## config.mk

```make
export PLATFORM = sky130hd
export DESIGN_NAME = vga_scanout_flat
export DESIGN_NICKNAME = d
export VERILOG_FILES = /design/src/rtl/vga_scanout_pkg.sv /design/src/rtl/vga_scanout_if.sv /design/src/rtl/vga_timing_gen.sv /design/src/rtl/vga_scanout.sv /design/src/flat_wrapper.sv
export SDC_FILE = /design/constraint.sdc
export NUM_CORES = 1
export LEC_CHECK = 0
export ABC_AREA = 1
export BUFFER_PORTS_ARGS = -buffer_cell sky130_fd_sc_hd__clkbuf_2
export CAP_MARGIN = 20
export CORE_ASPECT_RATIO = 1.4
export CORE_MARGIN = 2
export CORE_UTILIZATION = 51
export CTS_CLUSTER_DIAMETER = 80
export CTS_CLUSTER_SIZE = 14
export DETAILED_ROUTE_END_ITERATION = 10
export GPL_ROUTABILITY_DRIVEN = 0
export HOLD_SLACK_MARGIN = 0.12
export PLACE_DENSITY = 0.73
export SLEW_MARGIN = 15
export SYNTH_ARGS = -nofsm -noshare
export SYNTH_HDL_FRONTEND = slang
export SYNTH_SLANG_ARGS = --single-unit
```

## constraint.sdc

```tcl
create_clock -name clk -period 1.9 [get_ports clk]
set_input_delay 0.19 -clock clk [delete_from_list [all_inputs] [get_ports clk]]
set_output_delay 0.19 -clock clk [all_outputs]
set_load 0.1 [all_outputs]
```

## src/rtl/vga_scanout_pkg.sv

```systemverilog
// Shared widths, pipeline flag bundle and colour expansion for the VGA scan-out path.
package vga_scanout_pkg;
    localparam int BLK_W    = 3;
    localparam int PIX_W    = 6;
    localparam int ADDR_W   = 18;
    localparam int IMG_W    = BLK_W + PIX_W;
    localparam int IMG_SIZE = 1 << IMG_W;
    localparam int HCNT_W   = 11;
    localparam int VCNT_W   = 10;

    typedef struct packed {
        logic [3:0] r;
        logic [3:0] g;
        logic [3:0] b;
    } rgb444_t;

    typedef struct packed {
        logic active;
        logic in_img;
        logic hs;
        logic vs;
        logic sof;
    } pix_flags_t;

    // MSBs are replicated into the low bits so full-scale 332 maps to full-scale 444.
    function automatic rgb444_t rgb332_to_444(input logic [7:0] p);
        rgb444_t c;
        c.r = {p[7:5], p[7]};
        c.g = {p[4:2], p[4]};
        c.b = {p[1:0], p[1:0]};
        return c;
    endfunction
endpackage

```

## src/rtl/vga_scanout_if.sv

```systemverilog
// Fixed-latency read path to the tile array: no valid/ready, data for an address
// returns a fixed number of clocks later and the scan-out never stalls.
interface vga_scanout_if;
    import vga_scanout_pkg::*;

    logic [ADDR_W-1:0] global_addr;
    logic [7:0]        global_rd_data;

    modport master (output global_addr, input global_rd_data);
    modport slave  (input global_addr, output global_rd_data);
endinterface

```

## src/rtl/vga_timing_gen.sv

```systemverilog
// Raster counters with registered active/sync/start-of-frame decode aligned to the counts.
module vga_timing_gen
    import vga_scanout_pkg::*;
#(
    parameter int H_ACTIVE = 800,
    parameter int H_FP     = 40,
    parameter int H_SYNC   = 128,
    parameter int H_BP     = 88,
    parameter int V_ACTIVE = 600,
    parameter int V_FP     = 1,
    parameter int V_SYNC   = 4,
    parameter int V_BP     = 23
) (
    input  logic              clk,
    input  logic              reset,
    output logic [HCNT_W-1:0] hcnt,
    output logic [VCNT_W-1:0] vcnt,
    output logic              active,
    output logic              hs_raw,
    output logic              vs_raw,
    output logic              sof
);
    localparam int H_TOTAL = H_ACTIVE + H_FP + H_SYNC + H_BP;
    localparam int V_TOTAL = V_ACTIVE + V_FP + V_SYNC + V_BP;

    localparam logic [HCNT_W-1:0] H_LAST = HCNT_W'(H_TOTAL - 1);
    localparam logic [HCNT_W-1:0] H_ACT  = HCNT_W'(H_ACTIVE);
    localparam logic [HCNT_W-1:0] HS_BEG = HCNT_W'(H_ACTIVE + H_FP);
    localparam logic [HCNT_W-1:0] HS_END = HCNT_W'(H_ACTIVE + H_FP + H_SYNC);
    localparam logic [VCNT_W-1:0] V_LAST = VCNT_W'(V_TOTAL - 1);
    localparam logic [VCNT_W-1:0] V_ACT  = VCNT_W'(V_ACTIVE);
    localparam logic [VCNT_W-1:0] VS_BEG = VCNT_W'(V_ACTIVE + V_FP);
    localparam logic [VCNT_W-1:0] VS_END = VCNT_W'(V_ACTIVE + V_FP + V_SYNC);

    logic [HCNT_W-1:0] hcnt_d, hcnt_q;
    logic [VCNT_W-1:0] vcnt_d, vcnt_q;
    logic active_d, active_q, hs_d, hs_q, vs_d, vs_q, sof_d, sof_q;

    // Decode is taken from the next count so the flags land in the same cycle as the counts.
    always_comb begin
        hcnt_d = hcnt_q + HCNT_W'(1);
        vcnt_d = vcnt_q;
        if (hcnt_q == H_LAST) begin
            hcnt_d = '0;
            vcnt_d = (vcnt_q == V_LAST) ? '0 : vcnt_q + VCNT_W'(1);
        end
        if (reset) begin
            hcnt_d = '0;
            vcnt_d = '0;
        end
        active_d = (hcnt_d < H_ACT) && (vcnt_d < V_ACT);
        hs_d     = (hcnt_d >= HS_BEG) && (hcnt_d < HS_END);
        vs_d     = (vcnt_d >= VS_BEG) && (vcnt_d < VS_END);
        sof_d    = (hcnt_d == '0) && (vcnt_d == '0);
    end

    always_ff @(posedge clk) begin
        hcnt_q   <= hcnt_d;
        vcnt_q   <= vcnt_d;
        active_q <= active_d;
        hs_q     <= hs_d;
        vs_q     <= vs_d;
        sof_q    <= sof_d;
    end

    assign hcnt   = hcnt_q;
    assign vcnt   = vcnt_q;
    assign active = active_q;
    assign hs_raw = hs_q;
    assign vs_raw = vs_q;
    assign sof    = sof_q;
endmodule

```

## src/rtl/vga_scanout.sv

```systemverilog
// Scan-out top: image-window address mapping, flag delay line matching the array read
// latency, and the registered RGB/sync/frame_start pins.
module vga_scanout
    import vga_scanout_pkg::*;
#(
    parameter int          H_ACTIVE   = 800,
    parameter int          H_FP       = 40,
    parameter int          H_SYNC     = 128,
    parameter int          H_BP       = 88,
    parameter int          V_ACTIVE   = 600,
    parameter int          V_FP       = 1,
    parameter int          V_SYNC     = 4,
    parameter int          V_BP       = 23,
    parameter int          SYNC_POL   = 1,
    parameter int          IMG_X0     = 144,
    parameter int          IMG_Y0     = 44,
    parameter int          RD_LATENCY = 2,
    parameter logic [11:0] BORDER_RGB = 12'h000
) (
    input  logic              clk,
    input  logic              reset,
    vga_scanout_if.master     arr,
    output logic [3:0]        vga_r,
    output logic [3:0]        vga_g,
    output logic [3:0]        vga_b,
    output logic              vga_hs,
    output logic              vga_vs,
    output logic              frame_start
);
    localparam logic SYNC_ACT = (SYNC_POL != 0);

    logic [HCNT_W-1:0] hcnt;
    logic [VCNT_W-1:0] vcnt;
    logic              active, hs_raw, vs_raw, sof;

    vga_timing_gen #(
        .H_ACTIVE(H_ACTIVE), .H_FP(H_FP), .H_SYNC(H_SYNC), .H_BP(H_BP),
        .V_ACTIVE(V_ACTIVE), .V_FP(V_FP), .V_SYNC(V_SYNC), .V_BP(V_BP)
    ) u_timing (
        .clk(clk), .reset(reset),
        .hcnt(hcnt), .vcnt(vcnt),
        .active(active), .hs_raw(hs_raw), .vs_raw(vs_raw), .sof(sof)
    );

    logic [HCNT_W:0]   dx;
    logic [VCNT_W:0]   dy;
    logic              in_img;
    pix_flags_t        s0;
    logic [ADDR_W-1:0] addr_d, addr_q;

    // Positions left of / above the window wrap to large values, so one unsigned compare
    // per axis covers both edges of the window.
    always_comb begin
        dx     = {1'b0, hcnt} - (HCNT_W + 1)'(IMG_X0);
        dy     = {1'b0, vcnt} - (VCNT_W + 1)'(IMG_Y0);
        in_img = active && (dx < (HCNT_W + 1)'(IMG_SIZE)) && (dy < (VCNT_W + 1)'(IMG_SIZE));
        s0     = '{active: active, in_img: in_img, hs: hs_raw, vs: vs_raw, sof: sof};
        addr_d = '0;
        if (in_img)
            addr_d = {dy[PIX_W +: BLK_W], dx[PIX_W +: BLK_W], dy[0 +: PIX_W], dx[0 +: PIX_W]};
        if (reset)
            addr_d = '0;
    end

    pix_flags_t dly_d [RD_LATENCY];
    pix_flags_t dly_q [RD_LATENCY];
    pix_flags_t aligned;

    always_comb begin
        dly_d[0] = s0;
        for (int i = 1; i < RD_LATENCY; i++)
            dly_d[i] = dly_q[i-1];
        if (reset)
            for (int i = 0; i < RD_LATENCY; i++)
                dly_d[i] = '0;
    end

    assign aligned = dly_q[RD_LATENCY-1];

    rgb444_t rgb_d, rgb_q;
    logic    hs_d, hs_q, vs_d, vs_q, fs_d, fs_q;

    always_comb begin
        rgb_d = '0;
        if (aligned.in_img)
            rgb_d = rgb332_to_444(arr.global_rd_data);
        else if (aligned.active)
            rgb_d = rgb444_t'(BORDER_RGB);
        hs_d = aligned.hs ^ ~SYNC_ACT;
        vs_d = aligned.vs ^ ~SYNC_ACT;
        fs_d = aligned.sof;
        if (reset) begin
            rgb_d = '0;
            hs_d  = ~SYNC_ACT;
            vs_d  = ~SYNC_ACT;
            fs_d  = 1'b0;
        end
    end

    always_ff @(posedge clk) begin
        addr_q <= addr_d;
        dly_q  <= dly_d;
        rgb_q  <= rgb_d;
        hs_q   <= hs_d;
        vs_q   <= vs_d;
        fs_q   <= fs_d;
    end

    assign arr.global_addr = addr_q;
    assign vga_r           = rgb_q.r;
    assign vga_g           = rgb_q.g;
    assign vga_b           = rgb_q.b;
    assign vga_hs          = hs_q;
    assign vga_vs          = vs_q;
    assign frame_start     = fs_q;
endmodule

```

## src/flat_wrapper.sv

```systemverilog
// flat-port wrapper written by rule: the top's interface ports become plain ports
module vga_scanout_flat import vga_scanout_pkg::*;
#(
    parameter int          H_ACTIVE   = 800,
    parameter int          H_FP       = 40,
    parameter int          H_SYNC     = 128,
    parameter int          H_BP       = 88,
    parameter int          V_ACTIVE   = 600,
    parameter int          V_FP       = 1,
    parameter int          V_SYNC     = 4,
    parameter int          V_BP       = 23,
    parameter int          SYNC_POL   = 1,
    parameter int          IMG_X0     = 144,
    parameter int          IMG_Y0     = 44,
    parameter int          RD_LATENCY = 2,
    parameter logic [11:0] BORDER_RGB = 12'h000
)
  (clk, reset, vga_r, vga_g, vga_b, vga_hs, vga_vs, frame_start, arr_global_addr, arr_global_rd_data);
  vga_scanout_if arr_i ();
  input  logic clk;
  input  logic reset;
  output logic [3:0] vga_r;
  output logic [3:0] vga_g;
  output logic [3:0] vga_b;
  output logic vga_hs;
  output logic vga_vs;
  output logic frame_start;
  output wire logic [$bits(arr_i.global_addr)-1:0] arr_global_addr;
  input wire logic [$bits(arr_i.global_rd_data)-1:0] arr_global_rd_data;
  assign arr_global_addr = arr_i.global_addr;
  assign arr_i.global_rd_data = arr_global_rd_data;
  vga_scanout #(.H_ACTIVE(H_ACTIVE), .H_FP(H_FP), .H_SYNC(H_SYNC), .H_BP(H_BP), .V_ACTIVE(V_ACTIVE), .V_FP(V_FP), .V_SYNC(V_SYNC), .V_BP(V_BP), .SYNC_POL(SYNC_POL), .IMG_X0(IMG_X0), .IMG_Y0(IMG_Y0), .RD_LATENCY(RD_LATENCY), .BORDER_RGB(BORDER_RGB)) u_core (.clk(clk), .reset(reset), .arr(arr_i), .vga_r(vga_r), .vga_g(vga_g), .vga_b(vga_b), .vga_hs(vga_hs), .vga_vs(vga_vs), .frame_start(frame_start));
endmodule
```

==> out/results.tsv, run 1 <==
metric	value	unit
yosysWarningCount	0	
io_pins	43	
synth-seq-cells	62	
yosysSeqAreaShare	43.2	%
cp_data_required_time	2.17	ns
ff_latch_area	0.00125	sq mm
first_global_vias	2457	
hold_violations	0	
yosysMostFrequentCell	nand2_1	
multiInputGateArea	0.00139	sq mm
io_buffers	42	
p_per_area	720	mW/mm^2
synth.distinct_cells	31	
ant_nets	0	
vias_per_cell	4.84	
synth_compound_area_share	3.74	%
core	0.00549	sq mm
ys_async_sr_fraction	0	%
synth_top_cell_by_area	dfxtp_1	
synth.net_count	403	
synth_top_family_by_area	simple AND/OR/NAND/NOR gates	
grt_usage	22.9	%
nets	474	
setup_viol	0	
yosysTopAreaCellShare	43.2	%
crit_start	u_core.u_timing.hcnt[5]$_DFF_P_	
synth_ff_type	dfxtp_1	
utilization	66.1	%
cts.sinks	62	
area_growth	26.2	%
synthAdderAreaFrac	3.48	%
status	completed	
cp.arrival	2.10	ns
vias	2563	
r2r_end	u_core.u_timing.vs_raw$_DFF_P_	
fin_crit	1.83	ns
relSlewSlack	63.6	%
p_leak	1.77	nW
fin_crit_sh	96.2	%
whs_path_depth	3	
cts.path.max_buffers	2	
layout_setup_ws	0.0730	ns
rows	32	
antenna_found_initial	0	
numCtsBuffers	9	
fp.dieW	67.4	microns
reg2reg_slack	0.07	ns
hold_end	u_core.aligned[0]$_SDFF_PP0_	
cts_root_buf	clkbuf_8	
synth_edf_count	0	
maxCapViolCount	0	
post-route-cell-area	0.00363	sq mm
fp.dieArea	0.00626	sq mm
hold_start	reset	
finalMaxSlewViolations	0	
ys_top_cells_by_count	nand2_1, inv_1, dfxtp_1, nor2_1, nand3_1	
synth_simple_gate_area_share	36.4	%
cts_tree	yes	
r2r_cells	12	
synthTopCellsByArea	dfxtp_1, nand2_1, inv_1, nor2_1, nand3_1	
grt_overflow	0	
synthCells	385	
start_util	52.4	%
fin_cells	529	
syn_avg_cell_area	7.46	sq um
peakVddDrop	0.508	mV
p_total	2.61	mW
dpl.cell_count	495	
synth_xor_xnor_area_share	2.13	%
postPlaceCellArea	0.00318	sq mm
skew	0.00702	ns
r2r-start	u_core.u_timing.hcnt[5]$_DFF_P_	
wl_per_cell	12.7	microns
clk_pin_slew	0.07	ns
drive_gt1_share	30.8	%
grt_pass1_wl	10700	microns
tightest_slew	0.549	ns
htree_levels	3	
clk_latency	0.34	ns
hold_slack	0.258	ns
synthMuxAreaShare	0	%
drt_iter0_drc	115	
dr.pass1.iters	4	
path_class	flop to flop	
worstSetupEndpointType	flop	
n_fill_cell	445	
grt_max_degree	13	
clock.fmax	0.547	GHz
hpwl	4630	microns
drc	0	
die_h	92.8	microns
drt_wl_total	6740	microns
setup_tns	0	ns
dp_slack	0.0542	ns
worstPathMaxFanout	8	
syn_area	0.00287	sq mm
hp-class	input port to flop	
start_kind	flop	
grt_setup_unrepaired	yes	
num_antenna_cells	0	
area by class of cell:
cell class,count,area share [%]
Clock buffer,10,3.80
Clock inverter,6,1.90
Inverter,68,7.04
Multi-Input combinational cell,247,38.4
Sequential cell,62,34.4
Tap cell,68,2.35
Timing Repair Buffer,68,12.1
worst max path at each step:
stage / to / cells past startpoint
after global placement: u_core.arr.global_addr[10]$_SDFF_PP0_ / 9
after CTS: u_core.u_timing.sof$_DFF_P_ / 12
after global routing: u_core.u_timing.active$_DFF_P_ / 13
after floorplan: u_core.u_timing.active$_DFF_P_ / 10
final: u_core.u_timing.vs_raw$_DFF_P_ / 12
after detailed placement: u_core.u_timing.hs_raw$_DFF_P_ / 11
report_power, final:
part	internal, mW	switching [mW]
Clock	0.650	0.540
Sequential	1.31	0.00914
Combinational	0.0447	0.0565
Total	2.01	0.606
flip-flops by register name, indices dropped and copies added, names as in the netlist:
signal	flops
u_core.frame_start	1
u_core.u_timing.hcnt	11
u_core.u_timing.hs_raw	1
u_core.vga_vs	1
u_core.vga_r	3
u_core.aligned	4
u_core.arr.global_addr	18
u_core.dly_q	4
u_core.vga_hs	1
u_core.u_timing.sof	1
u_core.u_timing.vs_raw	1
u_core.u_timing.active	1
u_core.u_timing.vcnt	10
u_core.vga_g	3
u_core.vga_b	2
placed cells by master (no fill, tap or decap), types with 2 or more instances in the layout:
cell           Yosys  final
nor2_4             4      7
nor3_1             3      2
nand2_4            1      2
dlygate4sd3_1      0      8
or2_2              2      2
ha_1               8      5
o21ai_1            5      5
a21oi_1            8      8
inv_1             64     62
nand3_1           25     22
buf_4              4     17
xor2_1             7      7
dfxtp_2            0      6
nand4_1            5      5
nor2_2            16     15
inv_2              4      6
clkbuf_8           0     10
ha_2               0      2
nand2_1           84     83
nand2_2            5      5
clkbuf_2           0     42
inv_6              0      2
dfxtp_1           62     56
nand3_2           10     12
nor2_1            54     52
cell families after synthesis:
family                   after synthesis
AND/OR/NAND/NOR                      214
buffers and inverters                 76
flip-flops                            62
AO/OA/AOI/OAI                         18
adder cells (fa/ha/maj)                8
XOR/XNOR                               7
critical path: stages (launching register included):
cell and delay [ns]:
dfxtp_2 0.34, inv_2 0.07, ha_2 0.19, nand2_1 0.07, inv_2 0.08, nand3_2 0.08, nor2_4 0.27, nor2_4 0.10
a21oi_4 0.16, nand2_2 0.09, nand2_1 0.10, nand3_2 0.10, nor2_2 0.13
layer usage:
layer	GRT usage [%]	wire, microns	up-vias
met3	5.10	233	18
met4	11.9	173	0
met1	23.0	2550	1177
met5	0	0	-
met2	42.2	3780	56
li1	-	-	1312
repair_timing:
| item | in CTS | in global routing |
|---|---|---|
| hold endpoints to repair | 8 | 0 |
| hold buffers | 8 | 0 |
| setup endpoints to repair | 0 | 17 |
| resized for setup | 0 | 26 |
| buffers inserted | 0 | 10 |
Note: power is estimated with default switching activity, not from simulation.
==> run 2, diff against run 1 <==
--- a/config.mk
+++ b/config.mk
@@ -16,7 +16,7 @@
 export DETAILED_ROUTE_END_ITERATION = 10
 export GPL_ROUTABILITY_DRIVEN = 0
 export HOLD_SLACK_MARGIN = 0.12
-export PLACE_DENSITY = 0.73
+export PLACE_DENSITY = 0.75
 export SLEW_MARGIN = 15
 export SYNTH_ARGS = -nofsm -noshare
 export SYNTH_HDL_FRONTEND = slang
==> constraint.sdc (replaced) <==
create_clock -name clk -period 1.55 [get_ports clk]
set_input_delay 0.155 -clock clk [delete_from_list [all_inputs] [get_ports clk]]
set_output_delay 0.155 -clock clk [all_outputs]
set_load 0.1 [all_outputs]
==> run 2 against run 1 <==
  * The flow now finishes with violations (negative setup slack)
  * Global-route usage is 3.9 points higher
  * Flip-flop and latch count unchanged
  * Critical path depth decreased by 1
  * First-iteration DRC count rose by 51%
  * Die area is the same
  * Register-to-register slack worse by 0.39 ns
  * Non-clock buffer count up 59
  * Worst setup slack got worse by 0.39 ns
  * Critical path type unchanged
==> out/results.tsv, run 2 (synthesized netlist as in run 1, its figures left out) <==
metric	value	unit
finalMaxSlewViolations	0	
fin_crit	1.87	ns
htree_levels	3	
hold_start	reset	
start_util	52.4	%
fin_crit_sh	120	%
hpwl	5160	microns
postPlaceCellArea	0.00360	sq mm
vias_per_cell	5.11	
layout_commonest_cell	nand2_1	
io_buffers	42	
hold_end	u_core.vga_hs$_SDFF_PP0_	
die_h	92.8	microns
ff_latch_area	0.00125	sq mm
violations	negative setup slack	
fp.dieArea	0.00626	sq mm
setup_tns	-4.84	ns
cts.path.max_buffers	2	
post-route-cell-area	0.00432	sq mm
grt_max_degree	14	
clk_pin_slew	0.08	ns
start_kind	flop	
cts_tree	yes	
grt_overflow	0	
r2r-start	u_core.u_timing.hcnt[0]$_DFF_P_	
numCtsBuffers	9	
antenna_found_initial	0	
cp_data_required_time	1.83	ns
vias	3006	
dr.pass1.iters	4	
status	finished, violations left	
worstSetupEndpointType	flop	
r2r_cells	11	
whs_path_depth	3	
n_fill_cell	337	
maxCapViolCount	0	
utilization	78.7	%
wl_per_cell	14.0	microns
clk_latency	0.35	ns
fp.dieW	67.4	microns
area_growth	50.2	%
cts_root_buf	clkbuf_8	
fin_cells	588	
dp_slack	-0.221	ns
p_per_area	791	mW/mm^2
setup_viol	28	
largest_reg_flops	18	
layout_common_cells	nand2_1, buf_4, inv_1, dfxtp_1, nor2_1	
num_antenna_cells	0	
grt_usage	26.8	%
first_global_vias	2870	
drive_gt1_share	44.2	%
drt_iter0_drc	174	
io_pins	43	
peakVddDrop	0.523	mV
clock.fmax	0.536	GHz
dpl.cell_count	549	
cp.arrival	2.14	ns
p_total	3.41	mW
r2r_end	u_core.u_timing.vs_raw$_DFF_P_	
rows	32	
drc	0	
hold_slack	0.213	ns
ant_nets	0	
hp-class	input port to flop	
p_leak	2.10	nW
worstPathMaxFanout	6	
core	0.00549	sq mm
hold_violations	0	
skew	0.00817	ns
path_class	flop to flop	
relSlewSlack	62.7	%
drt_wl_total	8240	microns
reg2reg_slack	-0.32	ns
nets	533	
multiInputGateArea	0.00157	sq mm
grt_pass1_wl	12400	microns
cts.sinks	62	
layout_setup_ws	-0.317	ns
tightest_slew	0.562	ns
grt_setup_unrepaired	yes	
-- run 2: cell types whose count changed in the layout (fill, tap and decap cells not counted), sizes merged --
cell    change
buf        +59
bufinv      +1
clkbuf      -1
clkinv      -1
inv         +1
-- run 2: report_power, final --
group | internal [mW] | switching (mW) | leakage [nW]
clock network | 0.930 | 0.733 | 0.112
registers | 1.61 | 0.00987 | 0.505
logic | 0.0606 | 0.0749 | 1.48
-- run 2: critical path, stage by stage, from the launching register on --
cell and delay [ns]:
dfxtp_2 0.36, ha_4 0.16, nand2_1 0.10, nor2_4 0.22, nand4_4 0.13, nand2_4 0.14, nand2_2 0.11, nand3_2 0.12
nand2_1 0.07, nor2_1 0.10, nand3_1 0.12, nor2_1 0.14
-- run 2: what timing repair did --
item,in CTS,in global routing
hold endpoints to repair,8,0
setup endpoints to repair,30,35
buffers inserted,10,7
cloned,0,0
gates resized for setup,32,45
hold buffers,8,0
pin swaps,12,14
-- run 2: layer usage --
| layer | GRT usage [%] | share of wire (%) | vias up | wire length, microns |
|---|---|---|---|---|
| met2 | 48.8 | 54 | 114 | 4460 |
| met1 | 25.3 | 35 | 1422 | 2900 |
| met5 | 0 | 0 | - | 0 |
| li1 | - | - | 1432 | - |
| met4 | 18.4 | 5.2 | 0 | 427 |
| met3 | 6.20 | 5.5 | 38 | 454 |
-- run 2: worst max path at each step --
stage,depth (start not counted),start,slack (ns),to
after floorplan,13,u_core.u_timing.hcnt[5]$_DFF_P_,0.001,u_core.u_timing.active$_DFF_P_
after global placement,9,u_core.u_timing.vcnt[3]$_DFF_P_,-0.19,u_core.arr.global_addr[5]$_SDFF_PP0_
after detailed placement,14,u_core.u_timing.hcnt[5]$_DFF_P_,-0.22,u_core.u_timing.active$_DFF_P_
after CTS,13,u_core.u_timing.hcnt[5]$_DFF_P_,-0.20,u_core.u_timing.sof$_DFF_P_
after global routing,10,u_core.u_timing.hcnt[0]$_DFF_P_,-0.43,u_core.u_timing.active$_DFF_P_
final,11,u_core.u_timing.hcnt[0]$_DFF_P_,-0.32,u_core.u_timing.vs_raw$_DFF_P_
-- run 2: final cells by class --
class / count / share of cell area [%]
clock buffers: 9 / 2.87
clock inverters: 7 / 2.44
flip-flops and latches: 62 / 29.1
repair buffers: 127 / 21.5
well taps: 68 / 1.97
inverters: 68 / 5.91
multi-input cells: 247 / 36.3
